**config.mk**
```make
export PLATFORM = sky130hd
export DESIGN_NAME = branch_pred_ctrl
export DESIGN_NICKNAME = d
export VERILOG_FILES = /design/src/rtl/branch_pred_ctrl_pkg.sv /design/src/rtl/branch_pred_ctrl_btb_dm.sv /design/src/rtl/branch_pred_ctrl.sv
export SDC_FILE = /design/constraint.sdc
export NUM_CORES = 1
export LEC_CHECK = 0
export CAP_MARGIN = 20
export CORE_MARGIN = 2
export CORE_UTILIZATION = 40
export CTS_BUF_LIST = sky130_fd_sc_hd__clkbuf_4
export DETAILED_ROUTE_END_ITERATION = 10
export GPL_ROUTABILITY_DRIVEN = 0
export PLACE_DENSITY = 0.7
export SYNTH_ARGS = -nofsm -noshare
export SYNTH_HDL_FRONTEND = slang
export SYNTH_HIERARCHICAL = 1
export SYNTH_SLANG_ARGS = --single-unit
```
**constraint.sdc**
```tcl
create_clock -name cpu_clk -period 13.6 [get_ports cpu_clk]
set_input_delay 2.72 -clock cpu_clk [delete_from_list [all_inputs] [get_ports cpu_clk]]
set_output_delay 2.72 -clock cpu_clk [all_outputs]
set_load 0.005 [all_outputs]
```
**src/rtl/branch_pred_ctrl_pkg.sv**
```systemverilog
`default_nettype none
// ============================================================================
// Module      : branch_pred_ctrl_pkg
// Description : Shared constants, types and helpers for the branch prediction
//               front end (PC width, default table sizes, BTB tag geometry).
// Revision    : 1.0 - initial release
// ============================================================================
package branch_pred_ctrl_pkg;

    localparam int c_PC_W      = 32;
    localparam int c_ENTRY_NUM = 256;
    localparam int c_BTB_NUM   = 16;
    localparam int c_BTB_IDX_W = $clog2(c_BTB_NUM);
    // PCs are word aligned, so bits [1:0] take part in neither index nor tag.
    localparam int c_BTB_TAG_W = c_PC_W - c_BTB_IDX_W - 2;

    typedef logic [c_PC_W-1:0] pc_t;

    // Sequential fall-through address of a word-aligned instruction.
    function automatic pc_t seq_pc(input pc_t pc);
        return pc + pc_t'(4);
    endfunction

endpackage
`default_nettype wire

```
**src/rtl/branch_pred_ctrl_btb_dm.sv**
```systemverilog
`default_nettype none
// ============================================================================
// Module      : branch_pred_ctrl_btb_dm
// Description : Direct-mapped branch target buffer. Combinational read port,
//               one synchronous write port, valid bits cleared synchronously
//               by cpu_rst. Tags and targets are not reset; the valid bit
//               alone qualifies a hit.
// Ports       : cpu_clk, cpu_rst       - clock, synchronous active-high reset
//               rd_idx, rd_tag         - lookup index / tag
//               rd_hit, rd_tgt         - lookup result (combinational)
//               wr_en, wr_idx, wr_tag, wr_tgt - install / overwrite an entry
// Revision    : 1.0 - initial release
// ============================================================================
module branch_pred_ctrl_btb_dm #(
    parameter int BTB_NUM = 16,
    parameter int IDX_W   = $clog2(BTB_NUM),
    parameter int TAG_W   = 26,
    parameter int TGT_W   = 32
) (
    input  logic             cpu_clk,
    input  logic             cpu_rst,
    input  logic [IDX_W-1:0] rd_idx,
    input  logic [TAG_W-1:0] rd_tag,
    output logic             rd_hit,
    output logic [TGT_W-1:0] rd_tgt,
    input  logic             wr_en,
    input  logic [IDX_W-1:0] wr_idx,
    input  logic [TAG_W-1:0] wr_tag,
    input  logic [TGT_W-1:0] wr_tgt
);

    logic [BTB_NUM-1:0] r_vld;
    logic [TAG_W-1:0]   r_tag [BTB_NUM];
    logic [TGT_W-1:0]   r_tgt [BTB_NUM];

    always_ff @(posedge cpu_clk) begin
        if (cpu_rst) begin
            r_vld <= '0;
        end else if (wr_en) begin
            r_vld[wr_idx] <= 1'b1;
        end
    end

    always_ff @(posedge cpu_clk) begin
        if (wr_en) begin
            r_tag[wr_idx] <= wr_tag;
            r_tgt[wr_idx] <= wr_tgt;
        end
    end

    // Read sees the contents before any write on the same edge.
    assign rd_hit = r_vld[rd_idx] && (r_tag[rd_idx] == rd_tag);
    assign rd_tgt = r_tgt[rd_idx];

endmodule
`default_nettype wire

```
**src/rtl/branch_pred_ctrl.sv**
```systemverilog
`default_nettype none
// ============================================================================
// Module      : branch_pred_ctrl
// Description : Fetch-side front end and EX-side update controller for the
//               direction predictor. F1 drives the predictor read index and
//               looks up the BTB; F2 combines the registered BTB result with
//               the predictor direction bit into a next-PC prediction. EX
//               resolution drives the predictor write strobe, trains the BTB,
//               detects mispredictions and issues redirects.
// Ports       : cpu_clk / cpu_rst                  - clock, sync active-high reset
//               if_req_vld, if_pc, if_stall         - fetch request / stall
//               predictor_raddr                     - predictor read index
//               rec_10_entry_valid, predictor_rd_data - predictor read data
//               pred_vld, pred_pc, pred_taken, pred_target - F2 prediction
//               ex_br_*, ex_pred_*                  - EX resolution inputs
//               predictor_waddr, predictor_wen, branch_taken_ex - predictor update
//               redirect_vld, redirect_pc           - mispredict restart
//               br_cnt, mispred_cnt                 - statistics counters
// Revision    : 1.0 - initial release
// ============================================================================
module branch_pred_ctrl
    import branch_pred_ctrl_pkg::*;
#(
    parameter int ENTRY_NUM  = c_ENTRY_NUM,
    parameter int ADDR_WIDTH = $clog2(ENTRY_NUM),
    parameter int BTB_NUM    = c_BTB_NUM
) (
    input  logic                  cpu_clk,
    input  logic                  cpu_rst,
    // fetch
    input  logic                  if_req_vld,
    input  logic [31:0]           if_pc,
    input  logic                  if_stall,
    output logic [ADDR_WIDTH-1:0] predictor_raddr,
    input  logic                  rec_10_entry_valid,
    input  logic                  predictor_rd_data,
    output logic                  pred_vld,
    output logic [31:0]           pred_pc,
    output logic                  pred_taken,
    output logic [31:0]           pred_target,
    // EX resolution
    input  logic                  ex_br_vld,
    input  logic [31:0]           ex_br_pc,
    input  logic                  ex_br_taken,
    input  logic [31:0]           ex_br_target,
    input  logic                  ex_pred_taken,
    input  logic [31:0]           ex_pred_target,
    output logic [ADDR_WIDTH-1:0] predictor_waddr,
    output logic                  predictor_wen,
    output logic                  branch_taken_ex,
    output logic                  redirect_vld,
    output logic [31:0]           redirect_pc,
    output logic [31:0]           br_cnt,
    output logic [31:0]           mispred_cnt
);

    localparam int c_BIDX_W = $clog2(BTB_NUM);
    localparam int c_BTAG_W = c_PC_W - c_BIDX_W - 2;

    // F2 stage
    logic  r_f2_vld;
    pc_t   r_f2_pc;
    logic  r_f2_btb_hit;
    pc_t   r_f2_btb_tgt;

    logic  w_btb_hit;
    pc_t   w_btb_tgt;
    logic  w_btb_wen;
    logic  w_redirect;

    logic [31:0] r_br_cnt;
    logic [31:0] r_mispred_cnt;

    // ------------------------------------------------------------------
    // F1: predictor index and BTB lookup
    // ------------------------------------------------------------------
    // While stalled the predictor must keep returning the F2 entry, so the
    // read index falls back to the held F2 PC.
    assign predictor_raddr = if_stall ? r_f2_pc[ADDR_WIDTH+1:2]
                                      : if_pc[ADDR_WIDTH+1:2];

    // Reset suppresses training so a mid-stream reset leaves the BTB empty.
    assign w_btb_wen = ex_br_vld & ex_br_taken & ~cpu_rst;

    branch_pred_ctrl_btb_dm #(
        .BTB_NUM (BTB_NUM),
        .IDX_W   (c_BIDX_W),
        .TAG_W   (c_BTAG_W),
        .TGT_W   (c_PC_W)
    ) u_btb (
        .cpu_clk (cpu_clk),
        .cpu_rst (cpu_rst),
        .rd_idx  (if_pc[c_BIDX_W+1:2]),
        .rd_tag  (if_pc[c_PC_W-1:c_BIDX_W+2]),
        .rd_hit  (w_btb_hit),
        .rd_tgt  (w_btb_tgt),
        .wr_en   (w_btb_wen),
        .wr_idx  (ex_br_pc[c_BIDX_W+1:2]),
        .wr_tag  (ex_br_pc[c_PC_W-1:c_BIDX_W+2]),
        .wr_tgt  (ex_br_target)
    );

    // ------------------------------------------------------------------
    // F2 registers
    // ------------------------------------------------------------------
    always_ff @(posedge cpu_clk) begin
        if (cpu_rst) begin
            r_f2_vld     <= 1'b0;
            r_f2_pc      <= '0;
            r_f2_btb_hit <= 1'b0;
            r_f2_btb_tgt <= '0;
        end else begin
            if (!if_stall) begin
                r_f2_vld     <= if_req_vld & ~w_redirect;
                r_f2_pc      <= if_pc;
                r_f2_btb_hit <= w_btb_hit;
                r_f2_btb_tgt <= w_btb_tgt;
            end else if (w_redirect) begin
                // A redirect kills the held request even under stall.
                r_f2_vld <= 1'b0;
            end
        end
    end

    assign pred_vld    = r_f2_vld & ~w_redirect;
    assign pred_pc     = r_f2_pc;
    assign pred_taken  = rec_10_entry_valid & predictor_rd_data & r_f2_btb_hit;
    assign pred_target = pred_taken ? r_f2_btb_tgt : seq_pc(r_f2_pc);

    // ------------------------------------------------------------------
    // EX: predictor update and misprediction detection
    // ------------------------------------------------------------------
    assign predictor_wen   = ex_br_vld & ~cpu_rst;
    assign predictor_waddr = ex_br_pc[ADDR_WIDTH+1:2];
    assign branch_taken_ex = ex_br_taken;

    // The carried target only matters when the branch was actually taken.
    assign w_redirect = ex_br_vld & ~cpu_rst &
                        ((ex_br_taken != ex_pred_taken) |
                         (ex_br_taken & (ex_br_target != ex_pred_target)));

    assign redirect_vld = w_redirect;
    assign redirect_pc  = ex_br_taken ? ex_br_target : seq_pc(ex_br_pc);

    // ------------------------------------------------------------------
    // Statistics counters (wrap naturally at 2^32)
    // ------------------------------------------------------------------
    always_ff @(posedge cpu_clk) begin
        if (cpu_rst) begin
            r_br_cnt      <= '0;
            r_mispred_cnt <= '0;
        end else begin
            if (ex_br_vld) begin
                r_br_cnt <= r_br_cnt + 32'd1;
            end
            if (w_redirect) begin
                r_mispred_cnt <= r_mispred_cnt + 32'd1;
            end
        end
    end

    assign br_cnt      = r_br_cnt;
    assign mispred_cnt = r_mispred_cnt;

endmodule
`default_nettype wire

```
==> results.json <==
{
  "status": "complete, no violations",
  "core-area_um2": 109000,
  "drt-pass1-iter-count": 5,
  "ys_seq_area_share_pct": 70.3,
  "end_kind": "output port",
  "period_share_pct": 67.1,
  "placed_area_um2": 48700,
  "dp_hpwl_um": 81600,
  "maxClockFrequency_mhz": 110,
  "dpl.cell_count": 4135,
  "cts_buffer_depth": 4,
  "regToRegSetupSlack_ps": 10680,
  "drive_above_1_share_pct": 25.7,
  "rows": 121,
  "critPathSlowestCell": "clkdlybuf4s50_1",
  "synthCells": 2474,
  "grt_start_max_net_pins": 97,
  "drc": 0,
  "synth_edf_count": 928,
  "setup_viol": 0,
  "grt_pass1_wl_um": 184000,
  "fin_setup_tns_ps": 0,
  "crit_path_start_kind": "primary input",
  "clock_skew_ps": 108,
  "ant_nets": 0,
  "power_density_nw_per_um2": 132,
  "holdPathStages": 2,
  "max_stage_delay_ps": 700,
  "cts_setup_buffers": 0,
  "holdCritStartpoint": "u_btb/r_vld[7]$_SDFFE_PP0P_",
  "cp.required_ps": 10880,
  "syn_nets": 2615,
  "power_switching_mw": 1.59,
  "syn_area_um2": 43800,
  "slew_headroom_pct": 27.1,
  "cp_cell_sequence": "clkdlybuf4s50_1 > xnor2_1 > o2111ai_1 > or4_1 > nor3_4 > buf_4 > nor2_1 > nor2b_1 > clkdlybuf4s50_1",
  "report.final.slew_viol_count": 0,
  "synthToLayoutAreaGrowth_pct": 19.2,
  "syn_area_per_cell_um2": 17.7,
  "yosys_most_used_dff": "edfxtp_1",
  "fin_area_um2": 52200,
  "multi_input_area_um2": 12400,
  "clkPwrFrac_pct": 40.3,
  "port_buffers": 317,
  "io_pins": 318,
  "hold_path.class": "reg2reg",
  "viasPerCell": 5.70,
  "crit_arrival_ps": 6410,
  "hold_end": "u_btb/r_vld[7]$_SDFFE_PP0P_",
  "power_mw": 6.91,
  "fin_nets": 3160,
  "ctsResizeCount": 0,
  "r2r_start": "u_btb/r_tag[5][3]$_DFFE_PP_",
  "grt_pass1_vias": 26455,
  "num_vias": 26349,
  "wl_per_cell_um": 27.9,
  "cts_root_buf": "clkbuf_4",
  "htreeDepth": 5,
  "cp_common_cell": "clkdlybuf4s50_1",
  "fin_crit_ps": 9130,
  "grt_usage_pct": 23.0,
  "power_frac_comb_pct": 7.0,
  "p_int_mw": 5.32,
  "grt_setup_unrepaired": "no",
  "cts_sinks": 1074,
  "synth.distinct_cells": 70,
  "path_class": "in2out",
  "clk_pin_slew_ps": 70,
  "irDropWorstVdd_mv": 0.0798,
  "initial_core_util_pct": 40.3,
  "fillers": 9196,
  "drt_iter0_markers": 2904,
  "ys_ff_latch": 1074,
  "wl_um": 129000,
  "die_area_um2": 112000,
  "switching_share_pct": 23.0,
  "grt-ovfl-total": 0,
  "worst_pin_slew_ps": 1080,
  "reg2reg_depth": 9,
  "die_w_um": 335,
  "ys_warn_count": 6,
  "p_leak_nw": 17.2,
  "drv_cap": 0,
  "cts_tree": "done",
  "hold_violations": 0,
  "antenna_found_initial": 9,
  "stdcell_count": 4624,
  "p_seq_share_pct": 52.6,
  "async_flop_share_pct": 0,
  "cp_max_fo": 56,
  "postCtsHoldBufs": 0,
  "clock_latency_ps": 1160,
  "cts_made_buffers": 295,
  "seqCellArea_um2": 30800,
  "dieHeight_um": 335,
  "rr_endpoint": "r_f2_btb_hit$_SDFFE_PP0N_"
}
registers in the layout, summed over array words and instances, names as in the netlist:
register,count
r_f2_btb_hit,1
u_btb/r_vld,16
u_btb/r_tgt,512
br_cnt,32
r_f2_vld,1
u_btb/r_tag,416
pred_pc,32
mispred_cnt,32
r_f2_btb_tgt,32
layout make-up:
| cell class | count | area share (%) |
|---|---|---|
| Clock inverter | 69 | 0.790 |
| Timing Repair Buffer | 382 | 7.03 |
| Sequential cell | 1074 | 58.9 |
| Antenna cell | 2 | 0.00958 |
| Clock buffer | 417 | 5.99 |
| Tap cell | 1414 | 3.39 |
| Inverter | 25 | 0.182 |
| Multi-Input combinational cell | 1241 | 23.7 |
worst max path at each step:
stage | startpoint | endpoint | slack (ps) | cells past startpoint
after global routing | ex_br_target[25] | pred_vld | 4230 | 9
after floorplan | ex_br_taken | u_btb/r_tag[0][0]$_DFFE_PP_ | 5080 | 5
final | ex_br_target[25] | pred_vld | 4470 | 9
after global placement | ex_br_target[24] | pred_vld | 4470 | 9
after detailed placement | ex_br_target[17] | pred_vld | 4500 | 9
after CTS | ex_br_target[24] | pred_vld | 4510 | 9
cells in the final DEF, fill, tap and decap left out, types with 13 or more instances in the layout:
master	n
edfxtp_1	928
inv_1	22
and4_1	14
clkdlybuf4s50_1	311
mux2i_1	108
nor2_1	146
nor3_1	13
and3_1	25
mux4_2	263
nor4_1	14
or4_1	20
xor2_1	89
dfxtp_1	146
buf_4	66
nand4_1	34
a21oi_1	38
or3_1	13
nand2_1	125
clkinv_1	51
clkbuf_4	418
o21ai_0	72
xnor2_1	43
mux2_2	13
nor2b_1	13
o31ai_1	18
nand3_1	57
worst max-delay path, delay by kind of cell:
family | cells | cell delay (ps)
buffers and inverters | 3 | 1710
and+or+nand+nor | 4 | 1090
xor gates and xnor gates | 1 | 600
AOI/OAI and AO/OA | 1 | 230
synth_stat cells, drive strengths merged, types with 3 or more instances:
cell	instances	area, um2
inv	23	86.3
o2bb2ai	4	35.0
mux2i	108	1080
o21a	3	22.5
and3	25	156
nor3	20	115
a22o	3	26.3
xnor2	43	377
and2	12	75.1
nand4	35	234
clkbuf	66	248
or3	13	81.3
and4	15	134
o31ai	18	135
nor4	17	136
o311ai	4	35.0
nor2	158	593
nor2b	13	81.3
o41ai	4	35.0
or4	21	161
or2	5	31.3
a22oi	12	90.1
nand3	58	295
dfxtp	146	2920
mux2	18	214
edfxtp	928	27900
xor2	89	780
nand2	125	469
o21ai	73	365
mux4	263	5920
ha	4	50.1
a21oi	38	190
o22ai	9	56.3
a221oi	4	35.0
buf	68	454
kinds of logic (layout without fill, tap and decap cells):
kind of cell / count (synthesis) / count (layout) / synth area share, %
DFF: 1074 / 1074 / 70.3
and+or+nand+nor: 526 / 526 / 6.02
muxes: 389 / 389 / 16.5
AOI/OAI and AO/OA: 190 / 190 / 2.69
buffers and inverters: 159 / 893 / 1.82
xor gates and xnor gates: 132 / 132 / 2.64
adders and majority gates: 4 / 4 / 0.114
other: 0 / 2 / 0
layer usage:
layer  wire [um]  up-vias  global-route usage [%]
li1            -    11138                       -
met1       51100    13443                    30.6
met2       59200     1564                    35.2
met3       15500      198                    7.97
met4        3400        6                    7.88
met5          44        -                       0
metrics by stage:
step	utilization, %	setup slack, ps	hold slack (ps)
floorplan	-	5080	435
global placement	44.8	4470	445
detailed placement	44.8	4500	455
CTS	48.0	4510	474
global route	48.1	4230	508
finish	48.1	4470	473
power groups by stage:
stage / registers, mW / logic [mW] / clock network (mW)
CTS: 3.63 / 0.488 / 2.85
global route: 3.64 / 0.517 / 3.03
finish: 3.63 / 0.487 / 2.78
global placement: 3.70 / 0.482 / 0
floorplan: 3.69 / 0.232 / 0
detailed placement: 3.71 / 0.486 / 0
(Power assumes the default switching activity.)
